==> config.mk <==
export PLATFORM = sky130hd
export DESIGN_NAME = alu_arbiter
export DESIGN_NICKNAME = d
export VERILOG_FILES = /design/src/rtl/alu_arbiter.sv
export SDC_FILE = /design/constraint.sdc
export NUM_CORES = 1
export LEC_CHECK = 0
export CORE_MARGIN = 1
export CORE_UTILIZATION = 47
export CTS_CLUSTER_SIZE = 40
export DETAILED_ROUTE_END_ITERATION = 12
export GPL_ROUTABILITY_DRIVEN = 0
export HOLD_SLACK_MARGIN = 0.08
export PLACE_DENSITY = 0.82
export SLEW_MARGIN = 40
export SYNTH_ARGS = -nofsm -noshare
export SYNTH_HDL_FRONTEND = slang
export SYNTH_SLANG_ARGS = --single-unit
==> constraint.sdc <==
create_clock -name clk -period 5.9 [get_ports clk]
set_clock_uncertainty 0.15 [all_clocks]
set_input_delay 0.885 -clock clk [delete_from_list [all_inputs] [get_ports clk]]
set_output_delay 0.885 -clock clk [all_outputs]
set_load 0.01 [all_outputs]
==> src/rtl/alu_arbiter.sv <==
// alu_arbiter -- two-requester round-robin front end for a shared 32-bit ALU.
//
// Each requester presents an operation (valid, in1, in2, op). One request is
// accepted at a time. The result is registered and held for the owner until
// that owner consumes it with rsp<N>_ready. Only then can the next request be
// accepted. Contended cycles alternate between the two requesters.
//
// Ports
//   clk, rst_n               clock, synchronous active-low reset
//   req<N>_valid/_ready      request handshake (ready is combinational in IDLE)
//   req<N>_in1/_in2/_op      operands and opcode (010 add, 110 sub, else 0)
//   rsp<N>_valid/_ready      response handshake for requester N
//   rsp_out, rsp_zero        registered result, and a flag for result == 0
//   grant_cnt0/1             per-requester accept counters, saturating
//
// CNT_W sets the counter width. The default of 16 gives the architectural
// 16'hFFFF saturation point.

// Saturating accept counter, one instance per requester.
module alu_arb_cnt #(
  parameter int CNT_W = 16
) (
  input  logic             clk,
  input  logic             rst_n,
  input  logic             inc,
  output logic [CNT_W-1:0] cnt
);

  logic [CNT_W-1:0] cnt_q, cnt_d;

  always_comb begin
    cnt_d = cnt_q;
    // Stop at all-ones rather than wrapping back to zero.
    if (inc && (cnt_q != '1)) cnt_d = cnt_q + 1'b1;
  end

  always_ff @(posedge clk) begin
    if (!rst_n) cnt_q <= '0;
    else        cnt_q <= cnt_d;
  end

  assign cnt = cnt_q;

endmodule

module alu_arbiter #(
  parameter int CNT_W = 16
) (
  input  logic             clk,
  input  logic             rst_n,
  // requester 0
  input  logic             req0_valid,
  output logic             req0_ready,
  input  logic [31:0]      req0_in1,
  input  logic [31:0]      req0_in2,
  input  logic [2:0]       req0_op,
  output logic             rsp0_valid,
  input  logic             rsp0_ready,
  // requester 1
  input  logic             req1_valid,
  output logic             req1_ready,
  input  logic [31:0]      req1_in1,
  input  logic [31:0]      req1_in2,
  input  logic [2:0]       req1_op,
  output logic             rsp1_valid,
  input  logic             rsp1_ready,
  // shared response data
  output logic [31:0]      rsp_out,
  output logic             rsp_zero,
  // statistics
  output logic [CNT_W-1:0] grant_cnt0,
  output logic [CNT_W-1:0] grant_cnt1
);

  localparam int NUM_REQ = 2;
  localparam int DATA_W  = 32;

  localparam logic [2:0] OP_ADD = 3'b010;
  localparam logic [2:0] OP_SUB = 3'b110;

  typedef enum logic {
    IDLE = 1'b0,  // no response pending, arbitration active
    RESP = 1'b1   // one result held for its owner
  } state_t;

  typedef struct packed {
    logic [2:0]        op;
    logic [DATA_W-1:0] in2;
    logic [DATA_W-1:0] in1;
  } alu_req_t;

  // Gather the per-requester ports into arrays so the logic below is
  // indexed by requester rather than duplicated.
  alu_req_t [NUM_REQ-1:0]              req;
  logic     [NUM_REQ-1:0]              req_vld;
  logic     [NUM_REQ-1:0]              gnt;
  logic     [NUM_REQ-1:0]              rsp_rdy;
  logic     [NUM_REQ-1:0]              rsp_vld;
  logic     [NUM_REQ-1:0][CNT_W-1:0]   grant_cnt;

  assign req[0]  = alu_req_t'{op: req0_op, in2: req0_in2, in1: req0_in1};
  assign req[1]  = alu_req_t'{op: req1_op, in2: req1_in2, in1: req1_in1};
  assign req_vld = {req1_valid, req0_valid};
  assign rsp_rdy = {rsp1_ready, rsp0_ready};

  // State
  state_t            state_q, state_d;
  logic              last_grant_q, last_grant_d;  // index of the last winner
  logic              owner_q, owner_d;            // index owning the held result
  logic [DATA_W-1:0] rsp_out_q, rsp_out_d;
  logic              rsp_zero_q, rsp_zero_d;

  // ALU: add and sub wrap modulo 2^32; any other opcode yields zero.
  function automatic logic [DATA_W-1:0] alu_eval(input alu_req_t r);
    case (r.op)
      OP_ADD:  return r.in1 + r.in2;
      OP_SUB:  return r.in1 - r.in2;
      default: return '0;
    endcase
  endfunction

  // Arbitration. Grants happen only in IDLE and never while reset is held.
  // A lone valid wins outright. When both are valid, the one that did not
  // win last time is chosen. The grant vector is the ready vector.
  always_comb begin
    gnt = '0;
    if (rst_n && (state_q == IDLE)) begin
      if (req_vld == 2'b11) gnt = last_grant_q ? 2'b01 : 2'b10;
      else                  gnt = req_vld;
    end
  end

  logic              sel;
  alu_req_t          acc_req;
  logic [DATA_W-1:0] alu_res;

  assign sel     = gnt[1];
  assign acc_req = req[sel];
  assign alu_res = alu_eval(acc_req);

  // Next-state / datapath
  always_comb begin
    state_d      = state_q;
    last_grant_d = last_grant_q;
    owner_d      = owner_q;
    rsp_out_d    = rsp_out_q;
    rsp_zero_d   = rsp_zero_q;
    case (state_q)
      IDLE: begin
        // Operands are captured only here, so earlier changes on a waiting
        // requester are never seen.
        if (|gnt) begin
          state_d      = RESP;
          last_grant_d = sel;
          owner_d      = sel;
          rsp_out_d    = alu_res;
          rsp_zero_d   = (alu_res == '0);
        end
      end
      RESP: begin
        // Only the owner's ready matters. Readies stay low in this state,
        // so nothing new is accepted on the consume cycle.
        if (rsp_rdy[owner_q]) state_d = IDLE;
      end
      default: state_d = IDLE;
    endcase
  end

  always_ff @(posedge clk) begin
    if (!rst_n) begin
      state_q      <= IDLE;
      last_grant_q <= 1'b1;   // req0 wins the first contended cycle
      owner_q      <= 1'b0;
      rsp_out_q    <= '0;
      rsp_zero_q   <= 1'b1;
    end else begin
      state_q      <= state_d;
      last_grant_q <= last_grant_d;
      owner_q      <= owner_d;
      rsp_out_q    <= rsp_out_d;
      rsp_zero_q   <= rsp_zero_d;
    end
  end

  // Per-requester response valid and accept counter.
  for (genvar i = 0; i < NUM_REQ; i++) begin : g_req
    assign rsp_vld[i] = (state_q == RESP) && (owner_q == 1'(i));

    alu_arb_cnt #(.CNT_W(CNT_W)) u_cnt (
      .clk   (clk),
      .rst_n (rst_n),
      .inc   (gnt[i]),
      .cnt   (grant_cnt[i])
    );
  end

  assign req0_ready = gnt[0];
  assign req1_ready = gnt[1];
  assign rsp0_valid = rsp_vld[0];
  assign rsp1_valid = rsp_vld[1];
  assign rsp_out    = rsp_out_q;
  assign rsp_zero   = rsp_zero_q;
  assign grant_cnt0 = grant_cnt[0];
  assign grant_cnt1 = grant_cnt[1];

endmodule

==> impl_results.html <==
<table>
<tr><th>Metric</th><th>Value</th></tr>
<tr><th colspan="2">Die</th></tr>
<tr><td>Number of I/O pins</td><td>209</td></tr>
<tr><td>Die Area</td><td>around 0.014 mm^2</td></tr>
<tr><td>Core Region</td><td>0.01319 mm^2</td></tr>
<tr><td>Die width</td><td>118.0 um</td></tr>
<tr><td>Std-Cell Rows</td><td>42</td></tr>
<tr><td>Die Y-Extent</td><td>118.0 um</td></tr>
<tr><td>Starting density of the core</td><td>47.94%</td></tr>
<tr><th colspan="2">Route</th></tr>
<tr><td>Number of nets with antenna violations after detailed routing</td><td>0</td></tr>
<tr><td>DRC violations left</td><td>0</td></tr>
<tr><td>Routed via count</td><td>6869</td></tr>
<tr><td>Detailed-route vias per instance</td><td>~5.5</td></tr>
<tr><td>WL/cell</td><td>15.09 um</td></tr>
<tr><td>Number of detailed-routing iterations run before antenna repair</td><td>6</td></tr>
<tr><td>DRC violation total after the first TritonRoute iteration</td><td>621</td></tr>
<tr><td>Total length of routed wires</td><td>18.68 mm</td></tr>
<tr><th colspan="2">Synthesis</th></tr>
<tr><td>Cell area after technology mapping</td><td>0.006324 mm^2</td></tr>
<tr><td>Number of warnings printed during yosys synthesis</td><td>0</td></tr>
<tr><td>Net count after synthesis</td><td>1032</td></tr>
<tr><td>Proportion of register bits with asynchronous set or reset after synthesis</td><td>0%</td></tr>
<tr><td>Post-synth EDFFs</td><td>0</td></tr>
<tr><td>Sequential element share of the synthesized area</td><td>21.53%</td></tr>
<tr><td>Number of register bits inferred by synthesis</td><td>68</td></tr>
<tr><td>Post-Synthesis Mean Instance Area</td><td>7.370 um^2</td></tr>
<tr><td>Cell count after synthesis</td><td>858</td></tr>
<tr><td>Count of unique library cells instantiated by Yosys</td><td>78</td></tr>
<tr><td>Flip-flop cell with the highest count after synthesis</td><td>dfxtp_1</td></tr>
<tr><th colspan="2">Critical path</th></tr>
<tr><td>Slowest stage delay, CP</td><td>0.49 ns</td></tr>
<tr><td>Required time worst endpoint</td><td>5.99 ns</td></tr>
<tr><td>Biggest fanout along the worst timing path</td><td>6</td></tr>
<tr><td>Slowest cell on crit path</td><td>clkdlybuf4s50_1</td></tr>
<tr><td>Cell chain of the critical path</td><td>clkdlybuf4s50_1, and2b_4, nand3_4, inv_1, mux2i_1, nor2_1, a21oi_1, xor2_1, ha_1, nor3_1, o31ai_2, o2111ai_4, o21a_2, o41ai_2, xor2_1, a2111oi_0, o211ai_1, o31ai_2</td></tr>
<tr><td>CP top delay family</td><td>compound AO/OA/AOI/OAI gates</td></tr>
<tr><td>Crit. End Element</td><td>flip-flop</td></tr>
<tr><td>Worst setup path category</td><td>in -&gt; reg</td></tr>
<tr><td>Data arrival time of the critical path</td><td>approximately 5.5 ns</td></tr>
<tr><td>Worst R2R Setup Slack</td><td>about 1.1 ns</td></tr>
<tr><td>Buffer and inverter count on the worst path</td><td>2</td></tr>
<tr><td>Startpoint type of the worst setup path</td><td>input port</td></tr>
<tr><th colspan="2">Placed design</th></tr>
<tr><td>Placed Instances</td><td>1222</td></tr>
<tr><td>Detailed-placement wirelength estimate</td><td>around 15 mm</td></tr>
<tr><td>Input/output buffers</td><td>~210</td></tr>
<tr><td>Worst setup timing slack at the placement stage</td><td>0.02193 ns</td></tr>
<tr><th colspan="2">Global routing</th></tr>
<tr><td>Largest net degree at the start of global routing</td><td>64</td></tr>
<tr><td>Wire length of the first global-routing pass</td><td>slightly above 30 mm</td></tr>
<tr><td>Via count of the first global-routing pass</td><td>6551</td></tr>
<tr><td>Global-route usage over all layers</td><td>a little over a quarter</td></tr>
<tr><td>Number of antenna violations at the first check in global routing</td><td>0</td></tr>
<tr><td>Leftover overflow at the end of global routing</td><td>0</td></tr>
<tr><th colspan="2">Clocking</th></tr>
<tr><td>TritonCTS Buffers</td><td>9</td></tr>
<tr><td>Clock latency reported for the late side of the worst-skew pair</td><td>roughly 0.33 ns</td></tr>
<tr><td>Clock transition at the registers of the reported paths</td><td>0.05 ns</td></tr>
<tr><td>Number of sinks driven by the clock tree</td><td>68</td></tr>
<tr><td>Clock Tree Root</td><td>clkbuf_16</td></tr>
<tr><td>Clock tree from TritonCTS</td><td>yes</td></tr>
<tr><td>Hold buffer count at CTS</td><td>0</td></tr>
<tr><td>Deepest clock path buffer count</td><td>2</td></tr>
<tr><td>Htree depth</td><td>3</td></tr>
<tr><th colspan="2">STA</th></tr>
<tr><td>Setup repair after global routing missed its margin</td><td>false</td></tr>
<tr><td>Sum Neg Setup Slack</td><td>0 ns</td></tr>
<tr><td>Final setup slack of the worst path</td><td>0.4737 ns</td></tr>
<tr><td>Endpoints failing hold</td><td>0</td></tr>
<tr><td>Portion of the clock cycle consumed by the worst path in the final layout</td><td>about nine tenths</td></tr>
<tr><td>Max transition margin</td><td>60.46%</td></tr>
<tr><td>Fmax</td><td>184.3 MHz</td></tr>
<tr><td>Count of endpoints failing setup in the final report</td><td>0</td></tr>
<tr><td>Tightest hold margin</td><td>roughly 0.3 ns</td></tr>
<tr><td>Number of pins with negative max-slew slack in the final report</td><td>0</td></tr>
<tr><td>Worst Max-Slew Pin Slew</td><td>0.5930 ns</td></tr>
<tr><td>Shortest period the worst path allows</td><td>~5.4 ns</td></tr>
<tr><th colspan="2">Hold path</th></tr>
<tr><td>Hold Crit Class</td><td>reg -&gt; reg</td></tr>
<tr><th colspan="2">Run</th></tr>
<tr><td>Max-capacitance violation count</td><td>0</td></tr>
<tr><th colspan="2">Pwr</th></tr>
<tr><td>Worst ir drop on vdd</td><td>0.1325 mV</td></tr>
<tr><td>Total power per unit cell area</td><td>just under 200 mW/mm^2</td></tr>
<tr><td>Static Leak</td><td>3.611 nW</td></tr>
<tr><td>Overall power</td><td>1.758 mW</td></tr>
<tr><th colspan="2">Final layout</th></tr>
<tr><td>Ant diodes</td><td>0</td></tr>
<tr><td>Share of cells above drive strength 1</td><td>6.591%</td></tr>
<tr><td>Layout-stage area growth over the synthesis result</td><td>40.78%</td></tr>
<tr><td>Final cell count without fillers</td><td>approximately 1200</td></tr>
<tr><td>Net count, final</td><td>1231</td></tr>
<tr><th colspan="2">Outcome</th></tr>
<tr><td>Run status</td><td>complete, no violations</td></tr>
</table>
[state kept, by name (all words and copies together) (netlist names)]
| register | flops |
|---|---|
| g_req.u_cnt.cnt | 32 |
| rsp_out | 32 |
| last_grant_q | 1 |
| owner_q | 1 |
| rsp_zero | 1 |
| state_q | 1 |
[metal layers]
metal	share of wire [%]	up-vias	global-route usage [%]
li1	-	3443	-
met1	46	3132	36.49
met2	46	270	44.96
met3	5.8	24	3.101
met4	1.4	0	7.292
met5	0	-	0
[Yosys cell counts (12+ instances only)]
cell | n | area [um^2]
nand2_1 | 154 | 578.1
nor2_1 | 97 | 364.1
dfxtp_1 | 68 | 1361
a21oi_1 | 59 | 295.3
xor2_1 | 52 | 455.4
xnor2_1 | 36 | 315.3
mux2i_1 | 35 | 350.3
ha_1 | 33 | 412.9
o21ai_0 | 31 | 155.2
clkbuf_1 | 27 | 101.4
nor3_1 | 26 | 130.1
nand3_1 | 17 | 85.08
a21o_1 | 15 | 112.6
a22oi_1 | 15 | 112.6
nand4_1 | 13 | 81.33
or3_1 | 12 | 75.07
[power breakdown]
group	switching, mW	internal [mW]
registers	0.00966	0.474
logic	0.428	0.369
clock network	0.185	0.292
[cell type report]
type / count / area [um^2]
fill: 1126 / 4288
tap: 176 / 220.2
timing repair buffer: 226 / 2242
clock inverter: 5 / 27.53
multi-input combinational: 741 / 4765
clock buffer: 11 / 242.7
sequential: 68 / 1361
inverter: 11 / 43.79
[worst min-delay path, cell delays in order, from the launching register on]
cell and delay [ns]:
dfxtp_1 0.31, nand2_1 0.05, a21oi_1 0.05
[cell usage in the layout (no fill, tap or decap), types with 12 or more instances in the layout]
cell type,instances
mux2i_1,35
a22oi_1,15
nand4_1,13
o21ai_0,31
dfxtp_1,68
nor2_1,96
or3_1,12
a21o_1,15
ha_1,33
nand2_1,154
clkdlybuf4s50_1,208
xor2_1,52
nand3_1,17
nor3_1,26
xnor2_1,36
buf_4,16
a21oi_1,59
[path summary, 6_finish.rpt]
| check | start | endpoint | depth (start not counted) |
|---|---|---|---|
| worst min register to register | rsp_out[26]$_SDFFE_PN0P_ | rsp_out[26]$_SDFFE_PN0P_ | 2 |
| worst max-delay path | rst_n | rsp_zero$_SDFFE_PN1P_ | 18 |
| worst max register to register | state_q$_SDFF_PN0_ | rsp_zero$_SDFFE_PN1P_ | 17 |
| worst min-delay path | rsp_out[26]$_SDFFE_PN0P_ | rsp_out[26]$_SDFFE_PN0P_ | 2 |
[through the flow]
| step | util (%) | instance area, um^2 |
|---|---|---|
| final | 67.49 | 8902 |
| after global placement | 65.40 | 8626 |
| after floorplan | - | 6324 |
| after CTS | 67.48 | 8901 |
| after detailed placement | 65.43 | 8631 |
| after global routing | 67.49 | 8902 |
[what timing repair did]
action,in CTS,in global routing
buffers inserted,0,0
resized for setup,0,1
setup endpoints to repair,0,1
[cells by family (layout without fill, tap and decap cells)]
group / after synthesis / in the layout / synth area share (%)
AOI/OAI and AO/OA: 199 / 199 / 21.90
muxes: 41 / 41 / 6.787
adders and majority gates: 34 / 34 / 6.846
DFF: 68 / 68 / 21.53
and+or+nand+nor: 379 / 379 / 27.50
xor gates and xnor gates: 88 / 88 / 12.19
buffers and inverters: 49 / 253 / 3.245
Note: power is estimated with default switching activity, not from simulation.
